$ cat src/rtl/cic_interp.sv
// rtl/cic_interp.sv - 5-stage CIC interpolator: combs at strobe rate, zero-stuff by R, integrators at clk rate.
module cic_interp #(
  parameter int WIDTH = 80
) (
  input  logic              clk,
  input  logic              rst,
  input  logic [15:0]       interp_ratio,
  input  logic [6:0]        out_shift,
  input  logic signed [7:0] d_in,
  output logic              in_stb,
  output logic signed [15:0] d_out,
  output logic              out_valid
);

  localparam logic signed [WIDTH-1:0] SAT_HI = {{(WIDTH-16){1'b0}}, 16'h7fff};
  localparam logic signed [WIDTH-1:0] SAT_LO = {{(WIDTH-16){1'b1}}, 16'h8000};

  logic [15:0]              count_q, count_d;
  logic [15:0]              ratio_m1;
  logic                     wrap;
  logic                     stuff_q, stuff_d;
  logic                     out_valid_q, out_valid_d;
  logic signed [15:0]       d_out_q, d_out_d;
  logic signed [WIDTH-1:0]  c_q   [1:5];
  logic signed [WIDTH-1:0]  c_d   [1:5];
  logic signed [WIDTH-1:0]  dly_q [1:5];
  logic signed [WIDTH-1:0]  dly_d [1:5];
  logic signed [WIDTH-1:0]  integ_q [1:5];
  logic signed [WIDTH-1:0]  integ_d [1:5];
  logic signed [WIDTH-1:0]  comb_in;
  logic signed [WIDTH-1:0]  shifted;

  // A programmed ratio of 0 behaves as 1, so the wrap point is 0 in both cases.
  assign ratio_m1 = (interp_ratio == 16'd0) ? 16'd0 : interp_ratio - 16'd1;
  assign wrap     = (count_q >= ratio_m1);
  assign in_stb   = wrap && !rst;
  assign shifted  = integ_q[5] >>> out_shift;

  always_comb begin
    count_d     = wrap ? 16'd0 : count_q + 16'd1;
    stuff_d     = in_stb;
    out_valid_d = 1'b1;
    comb_in     = '0;

    for (int k = 1; k <= 5; k++) begin
      c_d[k]   = c_q[k];
      dly_d[k] = dly_q[k];
      if (in_stb) begin
        comb_in  = (k == 1) ? {{(WIDTH-8){d_in[7]}}, d_in} : c_q[k-1];
        c_d[k]   = comb_in - dly_q[k];
        dly_d[k] = comb_in;
      end
    end

    // Zero-stuffing: the first integrator only sees c_5 in the cycle after a capture.
    integ_d[1] = stuff_q ? integ_q[1] + c_q[5] : integ_q[1];
    for (int k = 2; k <= 5; k++) begin
      integ_d[k] = integ_q[k] + integ_q[k-1];
    end

    if (shifted > SAT_HI) begin
      d_out_d = 16'sh7fff;
    end else if (shifted < SAT_LO) begin
      d_out_d = -16'sh8000;
    end else begin
      d_out_d = shifted[15:0];
    end

    if (rst) begin
      count_d     = '0;
      stuff_d     = 1'b0;
      out_valid_d = 1'b0;
      d_out_d     = '0;
      for (int k = 1; k <= 5; k++) begin
        c_d[k]     = '0;
        dly_d[k]   = '0;
        integ_d[k] = '0;
      end
    end
  end

  always_ff @(posedge clk) begin
    count_q     <= count_d;
    stuff_q     <= stuff_d;
    out_valid_q <= out_valid_d;
    d_out_q     <= d_out_d;
    for (int k = 1; k <= 5; k++) begin
      c_q[k]     <= c_d[k];
      dly_q[k]   <= dly_d[k];
      integ_q[k] <= integ_d[k];
    end
  end

  assign d_out     = d_out_q;
  assign out_valid = out_valid_q;

endmodule

$ cat config.mk
export PLATFORM = sky130hd
export DESIGN_NAME = cic_interp
export DESIGN_NICKNAME = d
export VERILOG_FILES = /design/src/rtl/cic_interp.sv
export SDC_FILE = /design/constraint.sdc
export NUM_CORES = 2
export LEC_CHECK = 0
export ABC_CLOCK_PERIOD_IN_PS = 7250
export BUFFER_PORTS_ARGS = -buffer_cell sky130_fd_sc_hd__buf_4
export CAP_MARGIN = 20
export CORE_ASPECT_RATIO = 0.6
export CORE_MARGIN = 3
export CORE_UTILIZATION = 55
export CTS_BUF_LIST = sky130_fd_sc_hd__clkbuf_8
export CTS_CLUSTER_SIZE = 40
export DETAILED_ROUTE_END_ITERATION = 8
export PLACE_DENSITY = 0.73
export SLEW_MARGIN = 25
export SYNTH_ARGS = -nofsm -noshare
export SYNTH_HDL_FRONTEND = slang
export SYNTH_SLANG_ARGS = --single-unit
$ cat constraint.sdc
create_clock -name clk -period 7.25 [get_ports clk]
set_input_delay 1.0875 -clock clk [delete_from_list [all_inputs] [get_ports clk]]
set_output_delay 1.0875 -clock clk [all_outputs]
set_load 0.02 [all_outputs]
==> metrics.txt <==
CTS Root Cell clkbuf_8; Clk pin slew, worst setup/hold paths roughly 70 ps; Max Slew Vio Count 0; io pins between 50 and 60; syn avg cell area roughly 7.5 µm²; Ys Warns 0; num rows 110; Post-Syn Instances around 11000; library cells used by synthesis 95; endpoints failing setup 0; WL final ~250 mm; crit-path cells buf_4 > or4_1 > nor3_1 > nand3_1 > nand2b_1 > ha_1 > a21o_1 > a21o_1 > a21o_1 > a21o_1 > a21oi_1 > nor2b_1 > o21ai_0 > a31oi_1 > o21a_4 > nand2_2 > inv_1 > buf_4; Min Hold Slack around 430 ps; I/O Buffers 50; GRT overflow 0; CTS buffer count 174; period utilization around 90%; CTS tree done; Setup TNS Final 0 ps; DIE HEIGHT around 310 µm; combinational share of power 6.9%; Leak 0.0394 µW; hold-critical path endpoint dly_q[0][80]; Area contributors post-synth dfxtp_1 (27%), ha_1 (11%), a21oi_1 (8.4%), nand2_1 (8.2%), a21o_1 (5.4%); Final Hold Viols 0; Sink Count approximately 1100; cell area after synthesis ~84000 µm²; Flop pwr share roughly 49%; Hold Startpoint d_in[0]; vias in the first global route between 70000 and 80000; worst-path fanout max 12; Final Util 58.9%; CTS Hold Bufs 0; Synth Net Count around 12000; Worst-Skew Late Latency a little over 900 ps; final setup margin about 850 ps; EDFF count, synth 0; Critical Path Stages 18; Yosys top cell by area dfxtp_1; CP max-delay cell or4_1; pin count of the biggest net entering global routing between 200 and 250; cell mode on critical path a21o_1; Peak VDD IR 0.175 mV; most common cell after layout, fill and taps aside nand2_1; Vias/cell about 6.1; routed vias a little under 80000; R2R setup slack 870 ps; setup repair after global routing missed its margin no; CP Data Required Time between 6000 and 7000 ps; setup bufs post-CTS 0; Residual DRC 0; final setup skew between 50 and 60 ps; Clock Power Share between 40% and 50%; asr flop ratio synth 0%; die width 510 µm; status finished clean; Synth Flop Type dfxtp_1; All-Layer GR Usage between 30% and 40%; dpl ws just over 800 ps; fmax between 150 and 200 MHz; RR Startpoint dly_q[0][231]; nets@finish between 10000 and 15000; Final Wtd Congestion 1.07; Int Power ~9300 µW; Max clock buf depth 3; share of cells above drive strength 1 about 5.4%; Die ar. approximately 160000 µm²; post-cts resize count 0; area share of the largest cell type after synthesis 26.6%; R2R Path End c_q[0][238]; CP arrival between 5000 and 6000 ps; Hold Path Class primary input to flip-flop; number of synthesized register bits about 1100; area delta synth->final 6.06%; hold-critical path depth 3; post-synthesis sequential area ratio 26.6%; WL per Instance ~19 µm; Slew @ Worst Pin 1220 ps; H-tree levels 4; Largest stage delay, worst path 580 ps; first-pass GRT wire length between 300 and 400 mm; initial core utilization a little under three fifths; initial DRC count 9030; R2R cell count 17; Pwr Total roughly 13000 µW; Net Switching approximately 3400 µW; ANT nets after route 0; fill count approximately 14000; first-pass detailed-route iteration total 8; CP Launch Type primary input; antenna violations before repair 6; Crit path max-delay family simple AND/OR/NAND/NOR gates; Worst Path Buf+Inv 3; Period minus WS final 6400 ps; # Max-Cap Violations 0; core region area 151000 µm²; most frequent cells in the layout nand2_1 (1830), a21oi_1 (1407), dfxtp_1 (1113), nor2_1 (865), ha_1 (715); power per cell area ~140 nW/µm²; Switching Fraction approximately a quarter; CP Class primary input to output pin; Worst setup EP type output pin; DPL Wire Length 193 mm; Worst slew margin between 10% and 20%
## routing by layer
layer,up-vias,global-route usage (%),wire length (µm),share of wire [%]
met5,-,3.65,814,0.32
met4,8,5.05,2600,1.0
met3,217,12.8,34900,14
met2,3227,37.3,87100,35
met1,37000,48.8,125000,50
li1,38600,-,-,-
## stage by stage
step           std cells  cell area [µm²]
2_1_floorplan      11100            83700
3_3_place_gp       12700            85100
3_5_place_dp       12700            85100
4_1_cts            13000            88700
5_1_grt            13000            88800
6_report           13000            88800
## registers in the layout, summed over array words and instances, names as in the netlist
register   count
integ_q      400
c_q          376
dly_q        304
count_q       16
d_out         16
out_valid      1
stuff_q        1
## kinds of logic (layout without fill, tap and decap cells)
kind of cell    after synthesis  in the layout  share of synthesized area (%)
xor+xnor                    681            681                           7.13
compound gates             3485           3485                           25.8
other cells                   0             14                              0
buf+inv                    1143            973                           5.25
mux                         245            245                           4.05
simple gates               3699           3699                           19.3
flops                      1114           1114                           26.6
fa+ha+maj                   762            762                           11.8
## final cells by class
type | instances | area [µm²] | area share (%)
antenna | 14 | 35.0 | 0.0395
clock buffer | 220 | 3030 | 3.41
clock inverter | 96 | 586 | 0.660
inverter | 509 | 1910 | 2.15
multi-input combinational | 8872 | 57100 | 64.3
sequential | 1114 | 22300 | 25.1
tap | 2016 | 2520 | 2.84
timing repair buffer | 148 | 1310 | 1.47
## worst reg2reg max path, delay by kind of cell, from the launching register on
family / cells / cell delay (ps)
AO/OA/AOI/OAI: 9 / 2780
adder cells (fa/ha/maj): 1 / 600
buffers and inverters: 3 / 500
flip-flops: 1 / 340
XOR/XNOR: 1 / 890
AND/OR/NAND/NOR: 3 / 1110
## synth_stat cells, types with 14 or more instances
| master | number |
|---|---|
| buf_1 | 33 |
| a211oi_1 | 135 |
| a21boi_0 | 28 |
| a221oi_1 | 17 |
| nand4_1 | 192 |
| inv_1 | 508 |
| clkbuf_1 | 567 |
| a211o_1 | 24 |
| o21a_1 | 86 |
| o211ai_1 | 42 |
| and3_1 | 83 |
| and2_1 | 63 |
| o41ai_1 | 21 |
| o21bai_1 | 160 |
| nor4_1 | 33 |
| a221o_1 | 18 |
| buf_2 | 25 |
| dfxtp_1 | 1114 |
| or2_2 | 20 |
| mux2_2 | 26 |
| mux2i_1 | 148 |
| or3_1 | 40 |
| xnor2_1 | 412 |
| nand2b_1 | 103 |
| fa_1 | 47 |
| and4_1 | 20 |
| o21ai_1 | 14 |
| a311oi_1 | 18 |
| a21oi_1 | 1407 |
| o31a_1 | 22 |
| nor2b_1 | 100 |
| xor2_1 | 269 |
| nor2_1 | 866 |
| a41oi_1 | 28 |
| nor3_1 | 135 |
| a21o_1 | 606 |
| o21ai_0 | 549 |
| a31oi_1 | 99 |
| nand2_1 | 1831 |
| ha_1 | 715 |
| a31o_2 | 19 |
| o2111ai_1 | 16 |
| mux4_2 | 59 |
| o31ai_1 | 50 |
| nand3_1 | 167 |
## power by group through the flow
stage / Sequential [µW] / Combinational [µW] / Clock, µW
finish: 6170 / 871 / 5620
global route: 6160 / 896 / 6020
CTS: 6170 / 809 / 5760
detailed placement: 6300 / 806 / 0
floorplan: 6330 / 443 / 0
global placement: 6300 / 806 / 0
## how the worst max path moves through the flow
stage,from,end,slack (ps)
after CTS,interp_ratio[6],in_stb,810
final,interp_ratio[6],in_stb,850
after global placement,interp_ratio[6],in_stb,750
after floorplan,interp_ratio[6],in_stb,1670
after global routing,interp_ratio[6],in_stb,500
after detailed placement,interp_ratio[6],in_stb,810
No activity file was read; power rests on OpenSTA's default activity.
